<file path="config.mk">
export PLATFORM = sky130hd
export DESIGN_NAME = store_buffer_flat
export DESIGN_NICKNAME = d
export VERILOG_FILES = /design/src/rtl/store_buffer_if.sv /design/src/rtl/store_buffer.sv /design/src/flat_wrapper.sv
export SDC_FILE = /design/constraint.sdc
export NUM_CORES = 1
export LEC_CHECK = 0
export ABC_CLOCK_PERIOD_IN_PS = 3500
export CAP_MARGIN = 25
export CELL_PAD_IN_SITES_DETAIL_PLACEMENT = 1
export CELL_PAD_IN_SITES_GLOBAL_PLACEMENT = 2
export CORE_ASPECT_RATIO = 1.4
export CORE_MARGIN = 2
export CORE_UTILIZATION = 28
export DETAILED_ROUTE_END_ITERATION = 8
export MAX_ROUTING_LAYER = met4
export PLACE_DENSITY_LB_ADDON = 0.1
export SLEW_MARGIN = 0
export SYNTH_ARGS = -nofsm -noshare
export SYNTH_HDL_FRONTEND = slang
export SYNTH_SLANG_ARGS = --single-unit
</file>
<file path="constraint.sdc">
create_clock -name clk -period 3.5 [get_ports clk]
set_clock_uncertainty 0.2 [all_clocks]
set_input_delay 0.35 -clock clk [delete_from_list [all_inputs] [get_ports clk]]
set_output_delay 0.35 -clock clk [all_outputs]
set_load 0.02 [all_outputs]
</file>
<file path="src/rtl/store_buffer_if.sv">
// Store request / store unit bus between core LSU, store buffer and wishbone store unit.
// master: the core and store-unit side (drives req_* and su_valid_i).
// slave: the store buffer (drives req_ready_o, misalign_o, empty_o and su_* head outputs).
interface store_buffer_if #(
    parameter int ADDR_W = 32
);
    // core -> buffer store request
    logic              req_valid_i;
    logic              req_ready_o;
    logic [ADDR_W-1:0] req_addr_i;
    logic [31:0]       req_data_i;
    logic [1:0]        req_size_i;
    // status
    logic              misalign_o;
    logic              empty_o;
    // buffer head -> store unit
    logic              su_write_o;
    logic [ADDR_W-1:0] su_addr_o;
    logic [31:0]       su_data_o;
    logic [3:0]        su_we_o;
    logic              su_valid_i;

    modport master (
        output req_valid_i, req_addr_i, req_data_i, req_size_i, su_valid_i,
        input  req_ready_o, misalign_o, empty_o, su_write_o, su_addr_o, su_data_o, su_we_o
    );

    modport slave (
        input  req_valid_i, req_addr_i, req_data_i, req_size_i, su_valid_i,
        output req_ready_o, misalign_o, empty_o, su_write_o, su_addr_o, su_data_o, su_we_o
    );
endinterface

</file>
<file path="src/rtl/store_buffer.sv">
// Store queue: aligns byte/half/word stores into lanes + byte enables, FIFOs them to the store unit.
// Latency: a store pushed into an empty buffer is on su_* the next cycle; pop-to-next-head is 1 cycle.
// Backpressure: req_ready_o drops only when DEPTH entries are held (registered count, no su_valid_i path).
//
// Ports: clk, rstn_i (async active-low), bus (store_buffer_if.slave):
//   req_valid_i/req_ready_o/req_addr_i/req_data_i/req_size_i  store request handshake
//   misalign_o  one-cycle pulse after an accepted illegal store; empty_o  nothing pending
//   su_write_o/su_addr_o/su_data_o/su_we_o  FIFO head; su_valid_i  store-unit completion
module store_buffer #(
    parameter int DEPTH  = 4,
    parameter int ADDR_W = 32
) (
    input  logic           clk,
    input  logic           rstn_i,
    store_buffer_if.slave  bus
);
    localparam int PW = $clog2(DEPTH);
    localparam int CW = PW + 1;
    localparam logic [CW-1:0] FULL_CNT = CW'(DEPTH);

    // Storage needs no reset: the head outputs are gated by su_write_o.
    logic [ADDR_W-1:0] addr_mem [DEPTH];
    logic [31:0]       data_mem [DEPTH];
    logic [3:0]        we_mem   [DEPTH];

    logic [PW-1:0] wr_ptr;
    logic [PW-1:0] rd_ptr;
    logic [CW-1:0] count;
    logic          misalign_q;

    logic [1:0]  a;
    logic        legal;
    logic [3:0]  lane_we;
    logic [31:0] lane_dat;
    logic        push;
    logic        enq;
    logic        pop;

    assign a = bus.req_addr_i[1:0];

    // Lane placement: data is replicated across lanes so the enabled lanes
    // always carry the right bytes regardless of the offset.
    always_comb begin
        legal    = 1'b0;
        lane_we  = 4'b0000;
        lane_dat = 32'h0;
        case (bus.req_size_i)
            2'b00: begin
                legal    = 1'b1;
                lane_we  = 4'b0001 << a;
                lane_dat = {4{bus.req_data_i[7:0]}};
            end
            2'b01: begin
                legal    = ~a[0];
                lane_we  = 4'b0011 << a;
                lane_dat = {2{bus.req_data_i[15:0]}};
            end
            2'b10: begin
                legal    = (a == 2'b00);
                lane_we  = 4'b1111;
                lane_dat = bus.req_data_i;
            end
            default: begin
                legal    = 1'b0;
                lane_we  = 4'b0000;
                lane_dat = 32'h0;
            end
        endcase
    end

    // An illegal store still completes its handshake; it is just not enqueued.
    assign push = bus.req_valid_i & bus.req_ready_o;
    assign enq  = push & legal;
    assign pop  = bus.su_write_o & bus.su_valid_i;

    always_ff @(posedge clk) begin
        if (enq) begin
            addr_mem[wr_ptr] <= {bus.req_addr_i[ADDR_W-1:2], 2'b00};
            data_mem[wr_ptr] <= lane_dat;
            we_mem[wr_ptr]   <= lane_we;
        end
    end

    always_ff @(posedge clk or negedge rstn_i) begin
        if (!rstn_i) begin
            wr_ptr     <= '0;
            rd_ptr     <= '0;
            count      <= '0;
            misalign_q <= 1'b0;
        end else begin
            if (enq) wr_ptr <= wr_ptr + 1'b1;
            if (pop) rd_ptr <= rd_ptr + 1'b1;
            count      <= count + CW'(enq) - CW'(pop);
            misalign_q <= push & ~legal;
        end
    end

    // All status comes from registered count, so a full buffer cannot accept
    // in the same cycle it pops and su_write_o drops with the async reset.
    assign bus.req_ready_o = (count != FULL_CNT);
    assign bus.empty_o     = (count == '0);
    assign bus.su_write_o  = ~bus.empty_o;
    assign bus.misalign_o  = misalign_q;
    assign bus.su_addr_o   = bus.su_write_o ? addr_mem[rd_ptr] : '0;
    assign bus.su_data_o   = bus.su_write_o ? data_mem[rd_ptr] : 32'h0;
    assign bus.su_we_o     = bus.su_write_o ? we_mem[rd_ptr]   : 4'h0;
endmodule

</file>
<file path="src/flat_wrapper.sv">
// flat-port wrapper written by rule: the top's interface ports become plain ports
module store_buffer_flat 
#(
    parameter int DEPTH  = 4,
    parameter int ADDR_W = 32
)
  (clk, rstn_i, bus_req_valid_i, bus_req_addr_i, bus_req_data_i, bus_req_size_i, bus_su_valid_i, bus_req_ready_o, bus_misalign_o, bus_empty_o, bus_su_write_o, bus_su_addr_o, bus_su_data_o, bus_su_we_o);
  store_buffer_if #(.ADDR_W(ADDR_W)) bus_i ();
  input  logic clk;
  input  logic rstn_i;
  input wire logic [$bits(bus_i.req_valid_i)-1:0] bus_req_valid_i;
  input wire logic [$bits(bus_i.req_addr_i)-1:0] bus_req_addr_i;
  input wire logic [$bits(bus_i.req_data_i)-1:0] bus_req_data_i;
  input wire logic [$bits(bus_i.req_size_i)-1:0] bus_req_size_i;
  input wire logic [$bits(bus_i.su_valid_i)-1:0] bus_su_valid_i;
  output wire logic [$bits(bus_i.req_ready_o)-1:0] bus_req_ready_o;
  output wire logic [$bits(bus_i.misalign_o)-1:0] bus_misalign_o;
  output wire logic [$bits(bus_i.empty_o)-1:0] bus_empty_o;
  output wire logic [$bits(bus_i.su_write_o)-1:0] bus_su_write_o;
  output wire logic [$bits(bus_i.su_addr_o)-1:0] bus_su_addr_o;
  output wire logic [$bits(bus_i.su_data_o)-1:0] bus_su_data_o;
  output wire logic [$bits(bus_i.su_we_o)-1:0] bus_su_we_o;
  assign bus_i.req_valid_i = bus_req_valid_i;
  assign bus_i.req_addr_i = bus_req_addr_i;
  assign bus_i.req_data_i = bus_req_data_i;
  assign bus_i.req_size_i = bus_req_size_i;
  assign bus_i.su_valid_i = bus_su_valid_i;
  assign bus_req_ready_o = bus_i.req_ready_o;
  assign bus_misalign_o = bus_i.misalign_o;
  assign bus_empty_o = bus_i.empty_o;
  assign bus_su_write_o = bus_i.su_write_o;
  assign bus_su_addr_o = bus_i.su_addr_o;
  assign bus_su_data_o = bus_i.su_data_o;
  assign bus_su_we_o = bus_i.su_we_o;
  store_buffer #(.DEPTH(DEPTH), .ADDR_W(ADDR_W)) u_core (.clk(clk), .rstn_i(rstn_i), .bus(bus_i));
endmodule
</file>
==> results of run 1 <==
[through the flow]
step,hold slack (ns),total power [W],utilization [%],std cells
after CTS,0.1799,0.01141,36.10,1247
after detailed placement,0.3711,0.008708,33.97,1196
after global routing,0.2185,0.01171,36.10,1247
after global placement,0.3280,0.008649,33.97,1196
after floorplan,-0.1456,0.006763,-,548
final,0.2119,0.01113,36.10,1247
[power by group]
part	total (W)	internal [W]	switching, W
sequential	0.00415	0.00397	0.000178
combinational	0.00433	0.00219	0.00214
clock	0.00265	0.00143	0.00122
total	0.0111	0.00759	0.00353
[worst paths after layout]
path,slack (ns),start,to,cells after the start
worst max-delay path,0.21,u_core.count[2],bus_su_data_o[24],4
worst min-delay path,0.21,bus_req_valid_i,u_core.bus.misalign_o,3
worst max register to register,0.70,u_core.count[2],u_core.count[2],7
worst min register to register,0.37,u_core.wr_ptr[1],u_core.wr_ptr[1],1
max in group asynchronous,2.28,rstn_i,u_core.rd_ptr[1],2
min in group asynchronous,0.46,rstn_i,u_core.bus.misalign_o,2
[worst reg2reg max path: cells and delay by family (launching register included)]
kind	cells	cell delay, ns
DFF	1	0.39
xor gates and xnor gates	1	0.14
and+or+nand+nor	2	1.02
buffers and inverters	1	0.04
adders and majority gates	3	0.89
[sequential cells by signal, summed over array words and instances, names as in the netlist]
register and cells:
u_core.addr_mem 120, u_core.data_mem 128, u_core.we_mem 16, u_core.bus.misalign_o 1
u_core.wr_ptr 2, u_core.rd_ptr 2, u_core.count 3
[routing by layer]
metal / track usage (%) / up-vias / wire length (um)
met3: 1.648 / 28 / 908
met4: 3.672 / 0 / 503
met1: 16.59 / 2902 / 10800
met5: - / - / 0
met2: 24.05 / 122 / 13950
li1: - / 2469 / -
[cells in the final DEF (no fill, tap or decap), drive strengths merged, types with 2 or more instances in the layout]
cell type | synthesis | final
and2 | 79 | 79
clkbuf | 10 | 32
xor2 | 2 | 2
nor2b | 10 | 10
nor2 | 2 | 2
nor3 | 2 | 2
xnor2 | 3 | 3
nand2 | 11 | 11
inv | 7 | 9
o21ai | 18 | 18
ha | 6 | 6
dfrtp | 8 | 8
mux4 | 66 | 66
a21oi | 17 | 17
mux2 | 2 | 2
buf | 22 | 19
a21o | 8 | 8
clkdlybuf4s50 | 0 | 139
clkinv | 0 | 14
clkinvlp | 0 | 2
edfxtp | 264 | 264
conb | 1 | 2
[Yosys cell counts]
master and n:
o21ai_0 18, buf_12 3, mux2_2 1, inv_1 7
or3_1 1, nor2_1 2, o211a_1 1, o31ai_1 1
clkbuf_1 10, or3b_1 1, nor3_1 2, xnor2_1 3
fa_1 1, conb_1 1, buf_1 6, nand2b_1 1
xor2_1 2, edfxtp_1 264, and2_1 79, ha_1 6
buf_2 8, dfrtp_1 8, a21o_1 8, nand3_1 1
mux2_1 1, mux2i_1 1, buf_4 4, nor2b_1 10
mux4_2 66, o21a_1 1, nand2_1 11, buf_6 1
a21oi_1 17
[what timing repair did]
item / in CTS / in global routing
endpoints found under the hold margin: 8 / 0
setup endpoints to repair: 0 / 0
hold buffers: 1 / 0
[cell families (layout without fill, tap and decap cells)]
logic type	after synthesis	in the layout
flip-flops	272	272
AO/OA/AOI/OAI	46	46
multiplexers	69	69
other	1	2
buffers and inverters	39	216
AND/OR/NAND/NOR	108	108
XOR/XNOR	5	5
adder cells (fa/ha/maj)	7	7
[final cells by class]
type | count | area, sq um
repair buffers | 159 | 1694
multi-input cells | 237 | 2579
clock inverters | 18 | 116.4
well taps | 522 | 653.1
inverters | 7 | 26.28
clock buffers | 32 | 694.4
fillers | 3869 | 24600
flip-flops and latches | 272 | 8135
==> reports/metrics.cfg, run 1 <==
[status]
status=finished clean

[cells_and_area]
drive_gt1_share_pct=18.48
nets=781
postLayoutCellArea_sq_um=13900
diodes=0
syn_to_final_growth_pct=27.28

[placed_design]
numPortBuffers=139
dp_slack_ns=0.6109
dpl_cell_area_sq_um=13080
hpwl_um=16970
routabilityCongestion=0.7341

[yosys]
synth.distinct_cells=33
synth_cells=547
yosysSeqAreaShare_pct=74.44
yosys.area_share.simple_pct=5.878
synthAdderAreaFrac_pct=0.8709
muxShareOfSynthArea_pct=13.91
synth_top_family_by_area=multiplexers
synth_xor_area_share_pct=0.4011
synth_top_cell_by_area=edfxtp_1
avgSynthCellArea_sq_um=19.96
synth_top_area_share_pct=72.60
synth_seq_cells=272
ys_top_cells_by_area=edfxtp_1 73%, mux4_2 14%, and2_1 4.5%
syn_area_sq_um=10920
yosys_warnings=0
synth_compound_area_share_pct=2.383

[grt]
grt_use_total_pct=13.67
grt_max_degree=50
first_global_vias=6177
antenna_found_initial=0
grt_remaining_overflow=0
grt_pass1_wl_um=39740

[pwr]
power.density_nw_per_um2=800.6
ir_worst_vdd_v=0.0003272
p_leak_nw=4.513

[detailed_routing]
vias_per_cell=4.427
post-route-drc-count=0
wl_per_cell_um=20.98
num_vias=5521
antenna_left=0
wl_um=26160
drtIter0Drc=332
first_pass_iters=4

[cts]
cts_tree=yes
cts-resized-gates=0
cts.sinks=272
cts_made_buffers=27
clock_latency_ns=0.55
ctsHtreeMaxLevel=1
clkTransAtPathRegs_ns=0.07
post_cts_buffers=0
clock-root-buffer=clkbuf_16
cts_buffer_depth=3

[sta]
fmax_mhz=303.7
tightestPinTransition_ns=0.7751
setup_viol=0
finalSetupTns_ns=0
finalMaxSlewViolations=0
setup_slack_ns=0.2073
fin_crit_ns=3.293
maxSlewHeadroom_pct=47.78
fin_crit_sh_pct=94.08
rsz0062_at_grt=no
hold_viol=0

[worst_setup_path]
cpPeakStageDelay_ns=0.73
critical_path_class=reg2out
path_cells=or3_2 > buf_12 > and2_1 > clkdlybuf4s50_1
arrival_ns=2.74
cp_max_fo=49
cp_slowest_cell=or3_2
path_delay_family=simple AND/OR/NAND/NOR gates
cp-end-kind=primary output
startpoint_type=flip-flop
path_buf_inv=2
critPathRequiredTime_ns=2.95

[job]
cap_violations=0

[floorplanning]
core_sq_um=38500
rows=85
start_util_pct=28.36
ioPinCount=142
die_w_um=170.9
die_h_um=237.7
die-area_sq_um=40620

[min_path]
hold_path.class=in2reg

(Power assumes the default switching activity.)
==> run 2, diff against run 1 <==
Settings changed: CORE_UTILIZATION 28 to 35, SLEW_MARGIN 0 to default.
==> run 2 against run 1 <==
Against the previous run: clock power increased by 18%; hold slack improved by 0.040 ns; die area decreased by 20%; non-clock buffer count increased by 8; critical path depth unchanged; combinational power about the same; final cell count decreased by 10%; via count increased by 0.94%; register-to-register slack improved by 0.32 ns; sequential power about the same; first-iteration DRC count decreased by 14%; utilization increased by 9.3 points.
==> reports/metrics.cfg, run 2 (synthesis results as in run 1) <==
[status]
status=finished clean

[worst_setup_path]
cpPeakStageDelay_ns=0.67  ; -0.06 ns
path_cells=buf_4 > mux4_2 > and2_1 > clkdlybuf4s50_1
cp_slowest_cell=dfrtp_4
path_delay_family=buffers and inverters
endpoint=bus_su_data_o[26]
path_buf_inv=2  ; unchanged
cp-end-kind=primary output
r2r_cells=7  ; unchanged
critPathLaunch=u_core.rd_ptr[0]
cp_max_fo=14  ; -71%
timing.rr.start=u_core.count[2]
reg2reg_slack_ns=1.02  ; +0.32 ns
arrival_ns=2.75  ; about the same
startpoint_type=flip-flop
crit_cells=4  ; unchanged
r2r_end=u_core.count[2]
critical_path_class=reg2out
critPathRequiredTime_ns=2.95  ; about the same

[cells_and_area]
largest_reg_flops=128  ; unchanged
nets=788  ; +0.90%
drive_gt1_share_pct=19.86  ; +1.4 points
final_common_cell=edfxtp_1
fill_cells=2911  ; -25%
reg_top3=u_core.data_mem: 128 flops, u_core.addr_mem: 120 flops, u_core.we_mem: 16 flops
syn_to_final_growth_pct=27.80
regMostFlops=u_core.data_mem
diodes=0  ; unchanged
mostFrequentLayoutCells=264 x edfxtp_1, 139 x clkdlybuf4s50_1, 75 x and2_1

[sta]
fmax_mhz=302.7  ; -0.32%
tightestPinTransition_ns=0.7550  ; -0.02014 ns
finalMaxSlewViolations=0  ; unchanged
hold_viol=0  ; unchanged
finalSetupTns_ns=0  ; unchanged
fin_crit_ns=3.303  ; +0.01065 ns
setup_viol=0  ; unchanged
setup_slack_ns=0.1966  ; -0.01065 ns
maxSlewHeadroom_pct=49.14  ; +1.4 points
fin_crit_sh_pct=94.38  ; +0.30 points
rsz0062_at_grt=no

[floorplanning]
core_sq_um=30710  ; -20%
die_h_um=213.0  ; -10%
die_w_um=153.3  ; -10%
start_util_pct=35.55  ; +7.2 points
die-area_sq_um=32650  ; -20%
rows=76  ; -11%
ioPinCount=142  ; unchanged

[placed_design]
dp_slack_ns=0.5587  ; -0.05213 ns
routabilityCongestion=0.7208  ; -1.8%
hpwl_um=16760  ; -1.2%
numPortBuffers=139  ; unchanged

[detailed_routing]
route.met3.wl_um=920  ; +1.3%
vias_per_cell=4.976  ; +12%
wl_um=25360  ; -3.1%
wl_per_cell_um=22.64  ; +7.9%
wl_met1_um=10470  ; -3.0%
drtIter0Drc=287  ; -14%
top_layer_used=met4
antenna_left=0  ; unchanged
post-route-drc-count=0  ; unchanged
wl_met2_um=13480  ; -3.4%
num_vias=5573  ; +0.94%
first_pass_iters=4  ; unchanged

[grt]
grt_max_degree=40  ; -20%
grt_remaining_overflow=0  ; unchanged
grt_use_total_pct=16.30  ; +2.6 points
first_global_vias=6397  ; +3.6%
grt_pass1_wl_um=39060  ; -1.7%
antenna_found_initial=0  ; unchanged

[pwr]
ir_worst_vdd_v=0.0003233  ; -1.2%
p_leak_nw=4.641  ; +2.8%
power.density_nw_per_um2=834.6  ; +4.2%

[cts]
clkTransAtPathRegs_ns=0.07  ; about the same
clock-root-buffer=clkbuf_16
clock_latency_ns=0.53  ; -0.02 ns
cts_tree=yes
cts_made_buffers=26  ; -3.7%
cts_buffer_depth=3  ; unchanged
cts.sinks=272  ; unchanged
ctsHtreeMaxLevel=1  ; unchanged

[min_path]
hold_path.class=in2reg

[job]
cap_violations=0  ; unchanged

[run 2: worst register-to-register path: cells and delay by family (launching register included)]
kind	cells	cell delay [ns]
xor gates and xnor gates	1	0.14
adders and majority gates	3	0.89
buffers and inverters	1	0.04
DFF	1	0.39
and+or+nand+nor	2	0.70
[run 2: per-stage QoR]
stage	util, %	instances	hold WS [ns]	area (sq um)	power [W]
after floorplan	-	548	-0.1456	10920	0.006763
after global placement	42.17	1071	0.3362	12950	0.008579
after detailed placement	42.17	1071	0.3877	12950	0.008646
after CTS	45.43	1120	0.2262	13950	0.01188
after global routing	45.43	1120	0.2542	13950	0.01220
final	45.43	1120	0.2521	13950	0.01165
[run 2: report_power, final]
part,leakage (nW),switching (W),total [W],internal (W)
sequential,2.50,0.000203,0.00417,0.00397
combinational,1.66,0.00210,0.00434,0.00224
clock,0.482,0.00118,0.00314,0.00196
total,4.64,0.00348,0.0116,0.00816
[run 2: layout make-up]
cell class,instances,area (sq um),area share [%]
inverters,7,26.28,0.1883
clock buffers,30,706.9,5.066
multi-input cells,237,2579,18.48
flip-flops and latches,272,8135,58.30
repair buffers,167,1762,12.62
clock inverters,17,257.7,1.847
well taps,390,488.0,3.497
[run 2: layer usage]
layer,up-vias,global-route usage (%)
met5,-,-
met4,0,4.310
met3,32,2.192
met2,136,28.91
met1,2921,19.75
li1,2484,-
[run 2: repair_timing]
item / in CTS / in global routing
endpoints found under the hold margin: 8 / 0
buffers inserted: 1 / 0
setup endpoints to repair: 6 / 0
gates resized for setup: 0 / 0
hold buffers: 1 / 0
[run 2: worst min-delay path by stage]
stage	start	endpoint	slack, ns	cells past startpoint
after floorplan	rstn_i	u_core.bus.misalign_o	-0.15	0
after global placement	u_core.wr_ptr[1]	u_core.wr_ptr[1]	0.34	1
after detailed placement	u_core.wr_ptr[1]	u_core.wr_ptr[1]	0.39	1
after CTS	bus_req_addr_i[11]	u_core.addr_mem[1][9]	0.23	1
after global routing	bus_req_addr_i[7]	u_core.addr_mem[0][5]	0.25	1
final	bus_req_addr_i[2]	u_core.addr_mem[0][0]	0.25	1
